[config.mk]
export PLATFORM = sky130hd
export DESIGN_NAME = alu_serial
export DESIGN_NICKNAME = d
export VERILOG_FILES = /design/src/rtl/alu_serial.sv
export SDC_FILE = /design/constraint.sdc
export NUM_CORES = 1
export LEC_CHECK = 0
export ABC_AREA = 1
export CAP_MARGIN = 30
export CORE_UTILIZATION = 25
export CTS_CLUSTER_SIZE = 28
export DETAILED_ROUTE_END_ITERATION = 10
export GPL_ROUTABILITY_DRIVEN = 0
export PLACE_DENSITY = 0.41
export SYNTH_ARGS = -nofsm -noshare
export SYNTH_HDL_FRONTEND = slang
export SYNTH_SLANG_ARGS = --single-unit
[constraint.sdc]
create_clock -name clock -period 5.2 [get_ports clock]
set_input_delay 1.56 -clock clock [delete_from_list [all_inputs] [get_ports clock]]
set_output_delay 1.56 -clock clock [all_outputs]
set_load 0.005 [all_outputs]
[src/rtl/alu_serial.sv]
// Digit-serial ALU: one 4-bit digit per clock with a chained carry, start/busy/done handshake.
// Define ALU_SERIAL_DECIMAL_EN to build the DAA and KBP lookups; otherwise ops 5/6 act as PASS.
module alu_serial #(
  parameter int DIGITS = 4
) (
  input  logic                  clock,
  input  logic                  reset,
  input  logic                  start,
  input  logic [2:0]            op,
  input  logic [4*DIGITS-1:0]   a,
  input  logic [4*DIGITS-1:0]   b,
  input  logic                  cin,
  output logic                  busy,
  output logic                  done,
  output logic [4*DIGITS-1:0]   result,
  output logic                  cout,
  output logic                  zero
);

  localparam int W  = 4 * DIGITS;
  localparam int CW = (DIGITS > 1) ? $clog2(DIGITS) : 1;
  localparam logic [CW-1:0] LAST = CW'(DIGITS - 1);

  localparam logic [2:0] OP_ADD = 3'd0;
  localparam logic [2:0] OP_SUB = 3'd1;
  localparam logic [2:0] OP_ROL = 3'd2;
  localparam logic [2:0] OP_ROR = 3'd3;
`ifdef ALU_SERIAL_DECIMAL_EN
  localparam logic [2:0] OP_DAA = 3'd5;
  localparam logic [2:0] OP_KBP = 3'd6;

  // One-hot-to-index lookup; bit 4 flags a non-power-of-two input.
  function automatic logic [4:0] kbp_lookup(input logic [3:0] d);
    case (d)
      4'h0:    kbp_lookup = 5'b0_0000;
      4'h1:    kbp_lookup = 5'b0_0001;
      4'h2:    kbp_lookup = 5'b0_0010;
      4'h4:    kbp_lookup = 5'b0_0011;
      4'h8:    kbp_lookup = 5'b0_0100;
      default: kbp_lookup = 5'b1_1111;
    endcase
  endfunction
`endif

  typedef enum logic {IDLE = 1'b0, RUN = 1'b1} state_t;

  state_t          state_q, state_d;
  logic [CW-1:0]   cnt_q, cnt_d;
  logic [W-1:0]    a_q, a_d, b_q, b_d, work_q, work_d;
  logic [2:0]      op_q, op_d;
  logic            c_q, c_d;
  logic            done_q, done_d, cout_q, cout_d, zero_q, zero_d;
  logic [W-1:0]    result_q, result_d;
`ifdef ALU_SERIAL_DECIMAL_EN
  logic            inv_q, inv_d, inv_nxt_s;
  logic [4:0]      kbp_s, adj_s;
`endif

  logic [CW-1:0]   idx_s;
  logic [CW+1:0]   base_s;
  logic [3:0]      d_s, e_s, digit_s;
  logic [4:0]      sum_s;
  logic            c_nxt_s, cout_fin_s;
  logic [W-1:0]    work_s;

  // Per-digit datapath: select the active digit and compute its result and outgoing carry.
  always_comb begin
    idx_s   = (op_q == OP_ROR) ? (LAST - cnt_q) : cnt_q;
    base_s  = {idx_s, 2'b00};
    d_s     = a_q[base_s +: 4];
    e_s     = b_q[base_s +: 4];
    sum_s   = 5'd0;
    digit_s = d_s;
    c_nxt_s = c_q;
`ifdef ALU_SERIAL_DECIMAL_EN
    kbp_s     = 5'd0;
    adj_s     = 5'd0;
    inv_nxt_s = inv_q;
`endif
    case (op_q)
      OP_ADD: begin
        sum_s   = {1'b0, d_s} + {1'b0, e_s} + {4'b0000, c_q};
        digit_s = sum_s[3:0];
        c_nxt_s = sum_s[4];
      end
      OP_SUB: begin
        sum_s   = {1'b0, d_s} + {1'b0, ~e_s} + {4'b0000, c_q};
        digit_s = sum_s[3:0];
        c_nxt_s = sum_s[4];
      end
      OP_ROL: begin
        digit_s = {d_s[2:0], c_q};
        c_nxt_s = d_s[3];
      end
      OP_ROR: begin
        digit_s = {c_q, d_s[3:1]};
        c_nxt_s = d_s[0];
      end
`ifdef ALU_SERIAL_DECIMAL_EN
      OP_DAA: begin
        sum_s = {1'b0, d_s} + {4'b0000, c_q};
        adj_s = sum_s + 5'd6;
        if (sum_s > 5'd9) begin
          digit_s = adj_s[3:0];
          c_nxt_s = 1'b1;
        end else begin
          digit_s = sum_s[3:0];
          c_nxt_s = 1'b0;
        end
      end
      OP_KBP: begin
        kbp_s     = kbp_lookup(d_s);
        digit_s   = kbp_s[3:0];
        inv_nxt_s = inv_q | kbp_s[4];
      end
`endif
      default: begin
        digit_s = d_s;
        c_nxt_s = c_q;
      end
    endcase
    work_s = work_q;
    work_s[base_s +: 4] = digit_s;
`ifdef ALU_SERIAL_DECIMAL_EN
    cout_fin_s = (op_q == OP_KBP) ? inv_nxt_s : c_nxt_s;
`else
    cout_fin_s = c_nxt_s;
`endif
  end

  // FSM next state, operand capture on accept, and completion update of the visible outputs.
  always_comb begin
    state_d  = state_q;
    cnt_d    = cnt_q;
    a_d      = a_q;
    b_d      = b_q;
    op_d     = op_q;
    c_d      = c_q;
    work_d   = work_q;
    done_d   = 1'b0;
    result_d = result_q;
    cout_d   = cout_q;
    zero_d   = zero_q;
`ifdef ALU_SERIAL_DECIMAL_EN
    inv_d    = inv_q;
`endif
    case (state_q)
      IDLE: begin
        if (start) begin
          state_d = RUN;
          a_d     = a;
          b_d     = b;
          op_d    = op;
          c_d     = cin;
          cnt_d   = {CW{1'b0}};
          work_d  = {W{1'b0}};
`ifdef ALU_SERIAL_DECIMAL_EN
          inv_d   = 1'b0;
`endif
        end else begin
          state_d = IDLE;
        end
      end
      RUN: begin
        work_d = work_s;
        c_d    = c_nxt_s;
`ifdef ALU_SERIAL_DECIMAL_EN
        inv_d  = inv_nxt_s;
`endif
        if (cnt_q == LAST) begin
          state_d  = IDLE;
          result_d = work_s;
          cout_d   = cout_fin_s;
          zero_d   = (work_s == {W{1'b0}});
          done_d   = 1'b1;
        end else begin
          cnt_d = cnt_q + CW'(1'b1);
        end
      end
      default: state_d = IDLE;
    endcase
  end

  // State and datapath registers with synchronous reset.
  always_ff @(posedge clock) begin
    if (reset) begin
      state_q  <= IDLE;
      cnt_q    <= {CW{1'b0}};
      a_q      <= {W{1'b0}};
      b_q      <= {W{1'b0}};
      op_q     <= 3'd0;
      c_q      <= 1'b0;
      work_q   <= {W{1'b0}};
      done_q   <= 1'b0;
      result_q <= {W{1'b0}};
      cout_q   <= 1'b0;
      zero_q   <= 1'b1;
`ifdef ALU_SERIAL_DECIMAL_EN
      inv_q    <= 1'b0;
`endif
    end else begin
      state_q  <= state_d;
      cnt_q    <= cnt_d;
      a_q      <= a_d;
      b_q      <= b_d;
      op_q     <= op_d;
      c_q      <= c_d;
      work_q   <= work_d;
      done_q   <= done_d;
      result_q <= result_d;
      cout_q   <= cout_d;
      zero_q   <= zero_d;
`ifdef ALU_SERIAL_DECIMAL_EN
      inv_q    <= inv_d;
`endif
    end
  end

  assign busy   = (state_q == RUN);
  assign done   = done_q;
  assign result = result_q;
  assign cout   = cout_q;
  assign zero   = zero_q;

endmodule
---- Word-level counts from Yosys, hierarchy flattened ----
Index checks and enable logic that the tools add are counted.
word-level totals
  input port bits ......................... 39
  output and inout bits ................... 20
  bits in registers ....................... 74
  word-level logic and storage cells ...... 51
operators by class
  bitwise operators ....................... 2
  reduce and logical (&&, ||, !) cells .... 6
  mux-type cells .......................... 15
  add/sub/neg operators ................... 7
  equality and inequality tests ........... 6
  shift operators ......................... 4
operators by type and width
  cell                    number
  $pmux 16 s2             1
  $shiftx 16x5->4         2
  $bwmux 16               1
  $logic_not 16->1        1
  $mux 16                 1
  $pmux 4 s4              1
  $shift 4x6->16 const A  1
  $shiftx 4x6->16         1
  $add 4x4->5             2
  $add 5x1->5             2
  $eq 3x2->1 const B      2
  $mux 2                  3
  $neg 4->6               1
  $reduce_and 2->1        3
  $mux 1                  4
  $ne 2x2->1 const B      2
  $not 4->4               1
  $pmux 1 s2              2
  $pmux 1 s4              1
  $pmux 2 s2              1
  $eq 3x1->1 const B      1
  $logic_not 3->1         1
  $add 2x1->2 const B     1
  $eq 2x2->1 const B      1
  3 further kinds         3

---- Logic depth before layout (Yosys ltp) ----
Gate-level depths: netlist of run 1.
  word-level depth ........................ 10
  depth in mapped cells ................... 30
  depth with buffers taken out ............ 29

---- Worst setup path after synthesis of run 1 ----
OpenSTA, ideal clock, no wires.
  path type ............................... reg2reg
  start point ............................. register op_q[2]
  end point ............................... register zero_q, in the netlist zero
  path slack .............................. 1,555 ps
  arrival ................................. 3,586 ps
  clock period less this slack ............ 3,645 ps
  cell stages (with the launch flop) ...... 26
  cells stage by stage .................... dfxtp_1 buf_6 inv_4 nand3_4 xor2_4 nand2_2 o22ai_1 a21oi_1 o21a_1 ha_1 inv_1 ha_1 or2_2 fa_1 or2_2 nand3_1 nand2_1 a31oi_1 nand3_2 nand3_1 nand2_1 nor2_1 nand2_1 nor2_1 nand2_1 nand2_1
between the ends
  word-level cells in the longest chain between the ends .. 10
ends and longest elaborated chain
  element                   RTL line  text
  start: declaration        50        logic [2:0] op_q, op_d;
  start signal: assignment  206       op_q <= op_d;
  $eq 3x2->1                68, 80
  $mux 2                    68        idx_s = (op_q == OP_ROR) ? (LAST - cnt_q) : cnt_q;
  $shiftx 16x5->4           71        e_s = b_q[base_s +: 4];
  $not 4->4                 87        sum_s = {1'b0, d_s} + {1'b0, ~e_s} + {4'b0000, c_q};
  $add 4x4->5               87
  $add 5x1->5               87
  $pmux 4 s4                80        case (op_q)
  $shiftx 4x6->16           123       work_s[base_s +: 4] = digit_s;
  $bwmux 16 (*)             123
  $logic_not 16->1 (*)      174       zero_d = (work_s == {W{1'b0}});
  end signal: assignment    212       zero_q <= zero_d;
  end: declaration          52        logic done_q, done_d, cout_q, cout_d, zero_q, zero_d;
Every way passes the cells marked *; elsewhere a longest branch is shown, timed or not.
A chain may end at the register's enable or synchronous reset.

---- Final worst setup path of run 1 ----
Same ends and word-level chain as after synthesis.

==> metrics.txt, run 1 <==
Worst-path clk slew=60 ps; Max-slew headroom=a little over two fifths; max cap viols=0; Core Area=between 0.01 and 0.015 mm^2; initial antenna violation count=0; top_reg_cell synth=dfxtp_1; Netlist cell types=35; clock tree buffer depth=2; CTS Sinks=74; number of fillers in the final layout=1615; RSZ-0062 raised after global routing=false; Fmax=232 MHz; ratio of cells with drive above 1 in the final layout=6.86%; Slew @ Worst Pin=874 ps; Post-synth EDFFs=0; Port Buffers=a little under 60; initial core utilization=25.8%; Max VDD drop=0.000139 V; ant diodes=0; synth-to-layout area growth=28.2%; crit path max fanout=9; Die Ht=about 120 um; crit path kind=flip-flop to flip-flop; number of routed nets with antenna violations=0; HPWL after detailed placement=8.18 mm; area of the multi-input gates=roughly 0.0020 mm^2; Hold Crit Class=flip-flop to flip-flop; largest net degree at the start of global routing=56; clock latency on the worst-skew pair=340 ps; row cnt=44; Post-Syn Nets=577; Top Ports=59; root buf cell=clkbuf_16; Slew Viols, Final=0; Final Critical Period=4320 ps; Total Wirelength=11.1 mm; synth warn=0; fin cells=~770; final setup vio count=0; TritonCTS clock tree=done; Post-Syn Area per Cell=between 7 and 8 um^2; Seq cells post-synth=74; die area=0.0156 mm^2; CP Capture Type=flip-flop; H-tree levels=3; DR pass1 iterations=8; drc violations=2; status=finished, violations left; Gate Count Post-Synth=roughly 530; Post-Syn Area=0.00377 mm^2; violations in the final reports=DRC; Post-CTS Hold Buffers=0; register area=approximately 0.0015 mm^2; critical path arrival=between 4000 and 5000 ps; Power per Cell Area=324 mW/mm^2; fin crit share=a little over 80%; register area share after synthesis=~40%; wire per inst=14.4 um; Placed Instances=753; Nets=~630; GR Overflow Total=0; Setup crit start kind=flip-flop; Yosys top cell by area=dfxtp_1; 1st-iter DRT viols=213; All-Layer GR Usage=14.8%; die width=125 um; fraction of registers with async set or reset after synthesis=0%; Vias=3530; Hold Fails Final Rpt=0; WP data required=5480 ps; vias in the first global route=3514; CTS Buf Count=9; CTS resizes=0; first-pass GRT wire length=18.0 mm; Max Clock Skew=10.7 ps; Static Leak=2.12 nW; Yosys top cell area share=39.3%; Synth area leaders=dfxtp_1 (39%), nand2_1 (9.1%), o21ai_0 (7.2%), nor2_1 (6.9%), inv_1 (6.4%); post-route setup TNS=0 ps; DR vias/cell=4.60; post-CTS setup buffers=0
[registers in the layout, summed over array words and instances, names as in the netlist, 2 cells and up]
name    cells
a_q        16
b_q        16
result     16
work_q     16
op_q        3
cnt_q       2
[final cells by class]
class | count | share of cell area [%]
clock inverter | 2 | 0.776
sequential | 74 | 30.6
tap | 184 | 4.76
timing repair buffer | 63 | 12.8
clock buffer | 12 | 5.30
multi-input combinational | 365 | 40.5
inverter | 67 | 5.25
[placed cells by master, fill, tap and decap left out, types with 2 or more instances in the layout]
master	instances
dfxtp_1	74
nand3_1	45
or2_2	3
fa_1	2
nand3_2	3
a22oi_1	2
clkbuf_16	9
nand2_1	91
o21a_1	4
o211ai_1	9
o21ai_0	54
a31oi_1	2
buf_4	5
nor2_1	69
nor2_4	2
a32o_1	8
o21bai_1	8
o32ai_1	2
nand2_2	6
a21oi_1	31
clkbuf_8	2
clkdlybuf4s50_1	58
ha_1	11
inv_1	64
o22ai_1	4
[final timing paths]
path | startpoint | endpoint | slack (ps) | cells after the start
setup reg to reg | op_q[2]$_SDFFE_PP0P_ | zero$_SDFFE_PP1P_ | 880 | 24
hold reg to reg | a_q[2]$_SDFFE_PP0P_ | a_q[2]$_SDFFE_PP0P_ | 450 | 2
hold / removal | a_q[2]$_SDFFE_PP0P_ | a_q[2]$_SDFFE_PP0P_ | 450 | 2
setup / recovery | op_q[2]$_SDFFE_PP0P_ | zero$_SDFFE_PP1P_ | 880 | 24
[cell usage after synthesis (2+ instances only)]
master,instances
nand2_1,91
o21a_1,4
o32ai_1,2
o21ai_0,54
nor2_4,2
nand3_2,3
nand3_1,45
or2_2,3
inv_1,64
nand2_2,6
o211ai_1,9
nor2_1,69
o21bai_1,8
a32o_1,8
o22ai_1,4
ha_1,11
a31oi_1,2
clkbuf_1,18
fa_1,2
dfxtp_1,74
a22oi_1,2
a21oi_1,31
[stage by stage]
stage | cell area (um^2) | utilization [%] | hold slack [ps] | setup slack, ps | total power [mW]
floorplan | 3770 | - | 430 | 1560 | 0.846
global placement | 4540 | 31.0 | 447 | 1030 | 0.962
detailed placement | 4540 | 31.0 | 450 | 906 | 0.961
CTS | 4840 | 33.0 | 458 | 885 | 1.59
global route | 4840 | 33.0 | 481 | 496 | 1.66
finish | 4840 | 33.0 | 452 | 881 | 1.57
[kinds of logic after synthesis]
group                    count (synthesis)  synth area share, %
AO/OA/AOI/OAI                          125                 19.6
adder cells (fa/ha/maj)                 13                 4.71
buffers and inverters                   86                 8.82
XOR/XNOR                                 2                 1.16
AND/OR/NAND/NOR                        225                 26.5
flip-flops                              74                 39.3
[power by group]
part / total, mW / internal (mW) / switching, mW
logic: 0.332 / 0.124 / 0.209
clock network: 0.621 / 0.392 / 0.229
registers: 0.615 / 0.595 / 0.0198
total: 1.57 / 1.11 / 0.457
[per-layer routing]
metal	GRT usage, %	wire [um]	up-vias
met5	0	0	-
met4	5.24	109	0
met3	2.96	326	9
met2	23.7	4940	55
met1	19.8	5680	1627
li1	-	-	1839
[critical path, cell delays in order (launching register included)]
cell	delay (ps)
dfxtp_1	590
inv_4	130
nand3_4	150
xor2_4	270
nand2_2	210
o22ai_1	220
a21oi_1	60
o21a_1	140
ha_1	280
inv_1	40
ha_1	150
or2_2	300
fa_1	380
or2_2	300
nand3_1	80
nand2_1	50
a31oi_1	190
nand3_2	150
nand3_1	100
nand2_1	100
nor2_1	100
nand2_1	70
nor2_1	90
nand2_1	60
nand2_1	50
Note: power is estimated with default switching activity, not from simulation.
==> run 2: changes to the inputs <==
Settings changed: PLACE_DENSITY 0.41 to 0.43.
Clock period 5.2 ns to 3.73 ns, I/O delays scaled along.
==> metrics.txt, run 2 (synthesis gave the netlist of run 1 again) <==
status=finished, violations left; violations in the final reports=DRC; Cell Area, Placed=0.00471 mm^2 (+3.7%); fin crit share=97.3% (+14 points); root buf cell=clkbuf_16; post-route setup TNS=0 ps (unchanged); H-tree levels=3 (unchanged); Hold Fails Final Rpt=0 (unchanged); Reg-to-Reg Start=op_q[2]$_SDFFE_PP0P_; WP data required=4020 ps (-1460 ps); TritonCTS clock tree=done; 1st-iter DRT viols=251 (+18%); Max VDD drop=0.000227 V (+63%); final setup vio count=0 (unchanged); Max Clock Skew=6.69 ps (-3.99 ps); max cap viols=0 (unchanged); critical path arrival=3910 ps (-690 ps); HPWL after detailed placement=8.33 mm (+1.8%); Static Leak=2.28 nW (+7.5%); Fmax=276 MHz (+19%); crit path kind=flip-flop to flip-flop; number of routed nets with antenna violations=0 (unchanged); most frequent cells in the layout=nand2_1 (84), dfxtp_1 (70), nor2_1 (67); Critical Path Start=op_q[2]$_SDFFE_PP0P_; DR vias/cell=4.63 (+0.60%); CP Capture Type=flip-flop; first-pass GRT wire length=18.9 mm (+4.7%); All-Layer GR Usage=15.5% (+0.67 points); Port Buffers=58 (unchanged); largest net degree at the start of global routing=67 (+20%); row cnt=44 (unchanged); DR pass1 iterations=7 (-1); Final Critical Period=3630 ps (-690 ps); clock tree buffer depth=2 (unchanged); Top Ports=59 (unchanged); Power per Cell Area=440 mW/mm^2 (+36%); initial antenna violation count=0 (unchanged); die area=0.0156 mm^2 (unchanged); Slew Viols, Final=0 (unchanged); Core Area=0.0146 mm^2 (unchanged); crit path max fanout=4 (-5); vias in the first global route=3701 (+5.3%); ratio of cells with drive above 1 in the final layout=14.7% (+7.9 points); Nets=658 (+4.1%); CTS Sinks=74 (unchanged); Worst-path clk slew=60 ps (about the same); Total Wirelength=11.4 mm (+2.9%); Setup crit start kind=flip-flop; HP Start=b_q[7]$_SDFFE_PP0P_; clock latency on the worst-skew pair=340 ps (about the same); Tot Pwr=2.27 mW (+45%); Max-slew headroom=51.3% (+9.7 points); Core Util, Final=35.2% (+2.2 points); Post-CTS Hold Buffers=0 (unchanged); drc violations=5 (+3); Vias=3681 (+4.3%); Die Ht=125 um (unchanged); RSZ-0062 raised after global routing=true; CTS Buf Count=9 (unchanged); Final Cell Area=0.00516 mm^2 (+6.7%); post-placement worst setup slack=-44.0 ps (-950 ps); wire per inst=14.3 um (-0.77%); initial core utilization=25.8% (unchanged); Hold Crit Class=flip-flop to flip-flop; ant diodes=0 (unchanged); most common cell after layout, fill and taps aside=nand2_1; synth-to-layout area growth=36.8%; Final Worst Setup Slack=101 ps (-780 ps); GR Overflow Total=0 (unchanged); Slew @ Worst Pin=725 ps (-150 ps); die width=125 um (unchanged)
[run 2: cell types whose count changed in the layout (fill, tap and decap cells not counted), moves of 3 or more]
cell,previous run,this run
dfxtp_1,74,70
nand2_2,6,11
buf_4,5,27
nand2_1,91,84
clkinv_2,0,3
dfxtp_4,0,3
buf_6,0,3
[run 2: worst max-delay path, stage by stage (launching register included)]
cell     delay [ps]
dfxtp_4         350
inv_4            60
nand3_4         160
xor2_4          270
nand2_2          90
o22ai_2         170
a21oi_2          40
o21a_1          120
ha_1            280
inv_1            40
ha_2            150
or2_4           240
fa_2            370
or2_4           260
nand3_2          70
nand2_1          40
a31oi_1         170
nand3_2         140
nand3_1         100
nand2_1          90
nor2_1          100
nand2_1          80
nor2_1          100
nand2_1          60
nand2_1          50
[run 2: path summary, 6_finish.rpt]
path | slack (ps) | cells after the start | end
hold reg to reg | 460 | 2 | b_q[7]$_SDFFE_PP0P_
hold / removal | 460 | 2 | b_q[7]$_SDFFE_PP0P_
setup / recovery | 100 | 24 | zero$_SDFFE_PP1P_
setup reg to reg | 100 | 24 | zero$_SDFFE_PP1P_
[run 2: timing repair]
item,in CTS,in global routing
gates cloned,0,0
pin swaps,0,10
setup endpoints to repair,3,12
gates resized for setup,3,29
buffers inserted,0,6
[run 2: final cells by class]
| type | instances | area (um^2) |
|---|---|---|
| inverter | 67 | 254 |
| timing repair buffer | 89 | 837 |
| fill | 1590 | 9480 |
| clock inverter | 5 | 52.6 |
| clock buffer | 11 | 253 |
| multi-input combinational | 365 | 2040 |
| tap | 184 | 230 |
| sequential | 74 | 1490 |
[run 2: per-stage QoR]
stage               instances  hold WS [ps]
finish                    795           458
global route              795           484
CTS                       789           463
detailed placement        773           455
global placement          772           452
floorplan                 525           430
[run 2: per-layer routing]
metal,global-route usage [%],up-vias,part of all wire (%)
met5,0,-,0
met4,6.74,0,2.2
met3,3.18,18,4.3
met2,23.6,74,44
met1,21.1,1690,49
li1,-,1899,-
[run 2: report_power, final]
part	switching, mW	internal (mW)	total, mW
logic	0.311	0.214	0.526
registers	0.0238	0.829	0.853
clock network	0.339	0.550	0.889
